$ cat config.mk
export PLATFORM = sky130hd
export DESIGN_NAME = countdown_timer
export DESIGN_NICKNAME = d
export VERILOG_FILES = /design/src/rtl/clock_pkg.sv /design/src/rtl/bcd_down_pair.sv /design/src/rtl/countdown_timer.sv
export SDC_FILE = /design/constraint.sdc
export NUM_CORES = 1
export LEC_CHECK = 0
export ABC_AREA = 1
export BUFFER_PORTS_ARGS = -buffer_cell sky130_fd_sc_hd__clkbuf_2
export CORE_AREA = 2 2 77 79
export DETAILED_ROUTE_END_ITERATION = 16
export DIE_AREA = 0 0 79 81
export PLACE_DENSITY = 0.6
export SLEW_MARGIN = 20
export SYNTH_ARGS = -nofsm -noshare
export SYNTH_HDL_FRONTEND = slang
export SYNTH_SLANG_ARGS = --single-unit
$ cat constraint.sdc
create_clock -name clk -period 1.9 [get_ports clk]
set_input_delay 0.285 -clock clk [delete_from_list [all_inputs] [get_ports clk]]
set_output_delay 0.285 -clock clk [all_outputs]
set_load 0.03 [all_outputs]
$ cat src/rtl/clock_pkg.sv
// Shared types and helpers for the lab digital-clock BCD counters.
package clock_pkg;

    localparam int unsigned BCD_W = 8;

    typedef enum logic [1:0] {
        ST_IDLE    = 2'd0,
        ST_RUN     = 2'd1,
        ST_PAUSED  = 2'd2,
        ST_EXPIRED = 2'd3
    } cd_state_t;

    localparam logic [BCD_W-1:0] BCD_59 = 8'h59;
    localparam logic [BCD_W-1:0] BCD_23 = 8'h23;

    // True when both nibbles are decimal digits and the value does not exceed max.
    function automatic logic bcd_valid(input logic [BCD_W-1:0] val, input logic [BCD_W-1:0] max);
        return (val[7:4] <= 4'd9) && (val[3:0] <= 4'd9) && (val <= max);
    endfunction

endpackage

$ cat src/rtl/bcd_down_pair.sv
// Two-digit BCD down counter; wraps 00 -> MAX and flags a borrow to the next pair.
module bcd_down_pair
    import clock_pkg::*;
#(
    parameter logic [BCD_W-1:0] MAX = BCD_59
) (
    input  logic             clk,
    input  logic             rst,
    input  logic             en,
    input  logic             ld,
    input  logic [BCD_W-1:0] d,
    output logic [BCD_W-1:0] q,
    output logic             zero,
    output logic             borrow
);

    logic [BCD_W-1:0] q_dec;

    // Units digit 0 borrows from the tens digit and becomes 9.
    always_comb begin
        if (q[3:0] == 4'd0) begin
            q_dec = {q[7:4] - 4'd1, 4'd9};
        end else begin
            q_dec = {q[7:4], q[3:0] - 4'd1};
        end
    end

    always_ff @(posedge clk or posedge rst) begin
        if (rst) begin
            q <= '0;
        end else if (ld) begin
            q <= d;
        end else if (en) begin
            q <= zero ? MAX : q_dec;
        end
    end

    assign zero   = (q == '0);
    assign borrow = en && zero;

endmodule

$ cat src/rtl/countdown_timer.sv
// BCD HH:MM:SS countdown timer: preset load with validation, run/pause control,
// one-cycle done pulse on reaching 00:00:00 and err pulse on a rejected preset.
module countdown_timer
    import clock_pkg::*;
#(
    parameter logic [BCD_W-1:0] MAX_HOURS = BCD_23
) (
    input  logic             clk,
    input  logic             rst,
    input  logic             tick,
    input  logic             load,
    input  logic [BCD_W-1:0] preset_h,
    input  logic [BCD_W-1:0] preset_m,
    input  logic [BCD_W-1:0] preset_s,
    input  logic             start,
    input  logic             pause,
    output logic [BCD_W-1:0] hh,
    output logic [BCD_W-1:0] mm,
    output logic [BCD_W-1:0] ss,
    output logic             running,
    output logic             done,
    output logic             err
);

    cd_state_t state;

    logic preset_ok;
    logic load_ok;
    logic load_bad;
    logic cnt_zero;
    logic last_sec;
    logic dec;
    logic zero_s, zero_m, zero_h;
    logic borrow_s, borrow_m, unused_borrow_h;

    assign preset_ok = bcd_valid(preset_h, MAX_HOURS) &&
                       bcd_valid(preset_m, BCD_59) &&
                       bcd_valid(preset_s, BCD_59);

    // Load is ignored while running, so it neither loads nor blocks pause/tick there.
    assign load_ok  = load && (state != ST_RUN) && preset_ok;
    assign load_bad = load && (state != ST_RUN) && !preset_ok;

    assign cnt_zero = zero_h && zero_m && zero_s;
    assign last_sec = zero_h && zero_m && (ss == 8'h01);
    assign dec      = (state == ST_RUN) && tick && !pause && !cnt_zero;

    bcd_down_pair #(.MAX(BCD_59)) u_sec (
        .clk    (clk),
        .rst    (rst),
        .en     (dec),
        .ld     (load_ok),
        .d      (preset_s),
        .q      (ss),
        .zero   (zero_s),
        .borrow (borrow_s)
    );

    bcd_down_pair #(.MAX(BCD_59)) u_min (
        .clk    (clk),
        .rst    (rst),
        .en     (borrow_s),
        .ld     (load_ok),
        .d      (preset_m),
        .q      (mm),
        .zero   (zero_m),
        .borrow (borrow_m)
    );

    // Hours never borrow: decrementing stops at 00:00:00.
    bcd_down_pair #(.MAX(MAX_HOURS)) u_hr (
        .clk    (clk),
        .rst    (rst),
        .en     (borrow_m),
        .ld     (load_ok),
        .d      (preset_h),
        .q      (hh),
        .zero   (zero_h),
        .borrow (unused_borrow_h)
    );

    // Control FSM with registered done/err pulses.
    always_ff @(posedge clk or posedge rst) begin
        if (rst) begin
            state <= ST_IDLE;
            done  <= 1'b0;
            err   <= 1'b0;
        end else begin
            done <= dec && last_sec;
            err  <= load_bad;
            if (load_ok) begin
                state <= ST_IDLE;
            end else begin
                case (state)
                    ST_IDLE:    if (!load && start && !cnt_zero) state <= ST_RUN;
                    ST_RUN: begin
                        if (pause) begin
                            state <= ST_PAUSED;
                        end else if (dec && last_sec) begin
                            state <= ST_EXPIRED;
                        end
                    end
                    ST_PAUSED:  if (!load && start) state <= ST_RUN;
                    ST_EXPIRED: state <= ST_EXPIRED;
                    default:    state <= ST_IDLE;
                endcase
            end
        end
    end

    assign running = (state == ST_RUN);

endmodule

Word-level counts from Yosys, hierarchy flattened --
Index checks and enable logic that the tools add are counted.
Operators by class: equality and inequality tests 8, multipliers 0, magnitude comparators 9, $add $sub $neg 6, mux-type cells 18, reductions and logical operators 43, bitwise logic cells 0, div/mod/pow operators 0, shifts and indexed selects 0
Operators by type and width (number):
- $mux W8 | 12
- $le A4 B4 Y1 const B | 6
- $logic_not A8 Y1 | 3
- $sub A4 B1 Y4 const B | 6
- $logic_and A1 B1 Y1 | 22
- $le A8 B7 Y1 const B | 2
- $logic_not A4 Y1 | 3
- $mux W2 | 5
- $reduce_bool A3 Y1 | 3
- $eq A8 B1 Y1 const B | 1
- $le A8 B6 Y1 const B | 1
- $pmux W2 S4 | 1
- $ne A3 B3 Y1 const B | 2
- $reduce_and A2 Y1 | 3
- $reduce_bool A2 Y1 | 3
- $eq A2 B2 Y1 const B | 2
- $logic_not A1 Y1 | 4
- $ne A4 B2 Y1 const B | 1
- $reduce_and A3 Y1 | 1
- $eq A2 B1 Y1 const B | 1
- $logic_not A2 Y1 | 1
- $ne A2 B1 Y1 const B | 1
Word-level totals: input port bits 30, bits in writable memories 0, latch bits 0, bits in registers 28, word-level logic and storage cells 93, output and inout bits 27, bits in read-only memories 0, memories 0

Depth between registers and ports, before layout --
word-level depth 10, gate-level depth with buffers 12, mapped depth without buffers 11

Hierarchy --
A second synthesis with hierarchy kept.
Unflattened totals: cells, all modules 328, area total of the unflattened synthesis 2308.5 um^2
By module, submodules not included:
- bcd_down_pair (u_min ...) | area each 674.4 um^2, cells each 91, times used 2
- bcd_down_pair (u_hr) | area each 610.6 um^2, cells each 88, times used 1
- countdown_timer | area each 349.1 um^2, cells each 58, times used 1

Least setup slack after synthesis --
Ideal clock, no wire load.
path kind flip-flop to flip-flop, start point reg u_min.q[0], end point reg u_hr.q[6], period minus slack after synthesis 1761 ps, arrival time 1644 ps, library setup time 117 ps, setup slack 139 ps, stages on the path, launching flop included 10, required time 1783 ps, cell sequence dfrtp_1 > inv_1 > ha_1 > nand3_2 > nor2_1 > nand4_1 > nand2_2 > nand2_2 > nand2_1 > nand2_1
On the way: word-level cells in the longest chain between the ends 9
Ends and longest elaborated chain:
- from (decl) | RTL line bcd_down_pair.sv:12 | output logic [BCD_W-1:0] q,
- from (signal assigned) | RTL line bcd_down_pair.sv:34 | q <= zero ? MAX : q_dec;
- $logic_not A8 Y1 * | RTL line bcd_down_pair.sv:38 | assign zero = (q == '0);
- $logic_and A1 B1 Y1 (2 in a row) | RTL line countdown_timer.sv:44 | assign cnt_zero = zero_h && zero_m && zero_s;
- $logic_not A1 Y1 | RTL line countdown_timer.sv:46 | assign dec = (state == ST_RUN) && tick && !pause && !cnt_zero;
- $logic_and A1 B1 Y1 | RTL line countdown_timer.sv:46
- $logic_and A1 B1 Y1 | RTL line bcd_down_pair.sv:39 | assign borrow = en && zero;
- $logic_and A1 B1 Y1 * | RTL line bcd_down_pair.sv:39
- $reduce_bool A2 Y1 (no line) *
- $reduce_and A2 Y1 (no line) *
- to (signal assigned) | RTL line bcd_down_pair.sv:34
- to (decl) | RTL line bcd_down_pair.sv:12
Every way passes the cells marked *; elsewhere a longest branch is shown, timed or not. A chain may end at the register's enable or synchronous reset.

Final worst setup path --
start point reg u_hr.q[0], end point reg u_hr.q[3]
On the way: word-level cells in the longest chain between the ends 8, elaborated cells on any way between the ends 14
Ends and longest elaborated chain:
- parallel branches: the longest is 8 deep, another holds $sub A4 B1 Y4
Parallel ways; which one is timed is not known. The select of a mux whose other input is x is not followed.

==> metrics.yaml <==
cp_cell_sequence: "inv_1 > ha_1 > nand3_4 > inv_2 > nand2_2 > nand4_1 > nand2_2 > buf_4 > o21ai_1"
grt_util_all_layers_pct: 17.78
synthMuxAreaShare_pct: 0
hold_buffers: 0
synth_xor_area_share_pct: 3.283
wl_per_cell_um: 11.56
syn_area_per_cell_sq_um: 6.629
nFillCells: 632
cts.htree.levels: 1
routabilityCongestion: 0.8618
total_leakage_power_nw: 1.519
ir_worst_vdd_mv: 0.5849
post-route-period-util_pct: 89.25
syn_nets: 361
seqCellArea_sq_um: 700.7
outcome: "finished clean"
cpMostUsedCell: "nand2_2"
finalCriticalPeriod_ns: 1.696
grt_pass1_wl_um: 9045
die-area_sq_mm: 0.006399
required_ns: 2.11
skew_ns: 0.006463
drt_first_pass_iters: 4
path_clk_slew_ns: 0.10
cts_tree: "yes"
vias: 2151
cts_buffers: 3
cts_root_buffer: "clkbuf_8"
crit_slowest_cell: "dfrtp_1"
total_power_w: 0.003814
ys_types: 24
finalHoldViolCount: 0
synth_fa_ha_area_share_pct: 5.275
syn_area_sq_mm: 0.002135
startpoint_type: "flip-flop"
grt_overflow: 0
design_area_sq_mm: 0.002640
grt_pass1_vias: 2024
vias_per_cell: 4.626
cp_max_fo: 7
drt_iter0_markers: 71
ys_ff_latch: 28
num_io_pins: 57
synth-compound-area-share_pct: 6.800
clkLatencyLatePin_ns: 0.28
critPathKind: "reg -> reg"
fp-row-count: 28
clk_path_buf_depth: 2
drv_slew: 0
initial_utilization_pct: 37.61
yosysWarnings: 0
multiInputGateArea_sq_mm: 0.001244
syn_to_final_growth_pct: 23.68
synthTopCellsByArea: "dfrtp_1 (33%), nand2_1 (21%), nand3_1 (8.9%), inv_1 (7.0%), ha_1 (5.3%)"
cp.arrival_ns: 1.91
relSlewSlack_pct: 75.13
synth-simple-area-share_pct: 41.97
setup_viol: 0
grt_max_degree: 29
dp_hpwl_um: 4276
worstMarginPinSlew_ns: 0.3731
place_area_sq_mm: 0.002535
synthCells: 322
yosysTopAreaCellShare_pct: 32.83
seq_area_frac_synth_pct: 32.83
antenna_left: 0
die_y_um: 81
coreArea_sq_mm: 0.005675
maxCapViolations: 0
antenna_cells: 0
drive_gt1_share_pct: 26.41
wl_um: 5375
clkSinkCount: 28
drc_errors: 0
p_per_area_mw_per_mm2: 1445
critical_path.max_stage_delay_ns: 0.42
worstSetupEndpointType: "flip-flop"
fp.dieW_um: 79
port_buffers: 56
antenna_found_initial: 0
hold_class: "in -> async"
postLayoutCoreUtil_pct: 46.52
synth_area_leader_cell: "dfrtp_1"
fmax_mhz: 589.7
synth_top_family_by_area: "simple AND/OR/NAND/NOR gates"
nNetsFinal: 430
==> report_power, final <==
group / total [W] / leakage [nW] / switching, W / internal [W]
registers: 0.00102 / 0.361 / 0.000220 / 0.000801
logic: 0.00241 / 1.13 / 0.00155 / 0.000863
clock network: 0.000383 / 0.0288 / 0.000197 / 0.000186
total: 0.00381 / 1.52 / 0.00196 / 0.00185
==> cell usage after synthesis <==
cell	number
nand2_2	7
inv_1	40
xor2_1	6
nand3b_1	2
xnor2_1	2
o21ai_2	4
nor2_4	3
nand4_1	4
o21ai_0	7
a21boi_0	1
nor2_2	4
nand2_1	119
nor3_1	5
nand3_2	2
nor2_1	19
buf_6	3
ha_1	9
buf_2	3
o21ai_1	6
inv_2	3
a21oi_1	6
dfrtp_1	28
nand3_1	38
o211ai_1	1
==> logic make-up after synthesis <==
logic type,Yosys count
adders and majority gates,9
xor gates and xnor gates,8
buffers and inverters,49
and+or+nand+nor,203
DFF,28
AOI/OAI and AO/OA,25
==> through the flow <==
step / hold WS [ns] / TNS [ns] / worst slack, ns / std cells
after floorplan: 0.3504 / 0 / 0.1393 / 322
after global placement: 0.3573 / 0 / 0.1471 / 457
after detailed placement: 0.3655 / 0 / 0.1408 / 457
after CTS: 0.03976 / 0 / 0.1073 / 461
after global routing: 0.09511 / -0.003310 / -0.002649 / 465
final: 0.03900 / 0 / 0.2043 / 465
==> repair_timing <==
action	4_1_cts	5_1_grt
buffers inserted	0	4
gates resized for setup	0	7
setup endpoints to repair	0	17
==> sequential cells by signal, indices dropped and copies added (netlist names) <==
name	flops
u_hr.q	8
u_min.q	8
u_sec.q	8
state	2
done	1
err	1
==> layer usage <==
layer	routed length, um	vias to the layer above	GRT usage [%]
met1	2471	969	24.14
met3	173	5	1.222
met5	0	-	0
li1	-	1143	-
met4	63	0	5.172
met2	2667	34	30.59
==> layout by cell type (no fill, tap or decap), drive strengths merged <==
cell	netlist	final
a21oi	6	6
nor2	26	26
a21boi	1	1
o21ai	17	17
dfrtp	28	28
o211ai	1	1
xnor2	2	2
inv	43	43
nand2	126	126
buf	6	14
xor2	6	6
clkbuf	0	60
nand3b	2	2
nand4	4	4
nor3	5	5
nand3	40	40
ha	9	9
==> path summary, 6_finish.rpt <==
path	from	endpoint	slack, ns	depth (start not counted)
hold / removal	rst	u_min.q[7]	0.04	3
max in group asynchronous	rst	state[0]	1.59	3
setup reg to reg	u_hr.q[0]	u_hr.q[3]	0.20	9
hold reg to reg	u_min.q[5]	u_min.q[5]	0.52	2
setup / recovery	u_hr.q[0]	u_hr.q[3]	0.20	9
min in group clk	preset_s[0]	u_sec.q[0]	0.23	3
==> area by class of cell <==
class | instances | area share, %
clock buffers | 4 | 2.085
inverters | 43 | 6.114
multi-input cells | 245 | 47.11
flip-flops and latches | 28 | 26.54
repair buffers | 70 | 14.60
well taps | 75 | 3.555
==> worst max-delay path, delay by kind of cell, from the launching register on <==
kind	cells	cell delay, ns
compound gates	1	0.12
fa+ha+maj	1	0.23
buf+inv	3	0.36
flops	1	0.42
simple gates	4	0.50
(Power assumes the default switching activity.)
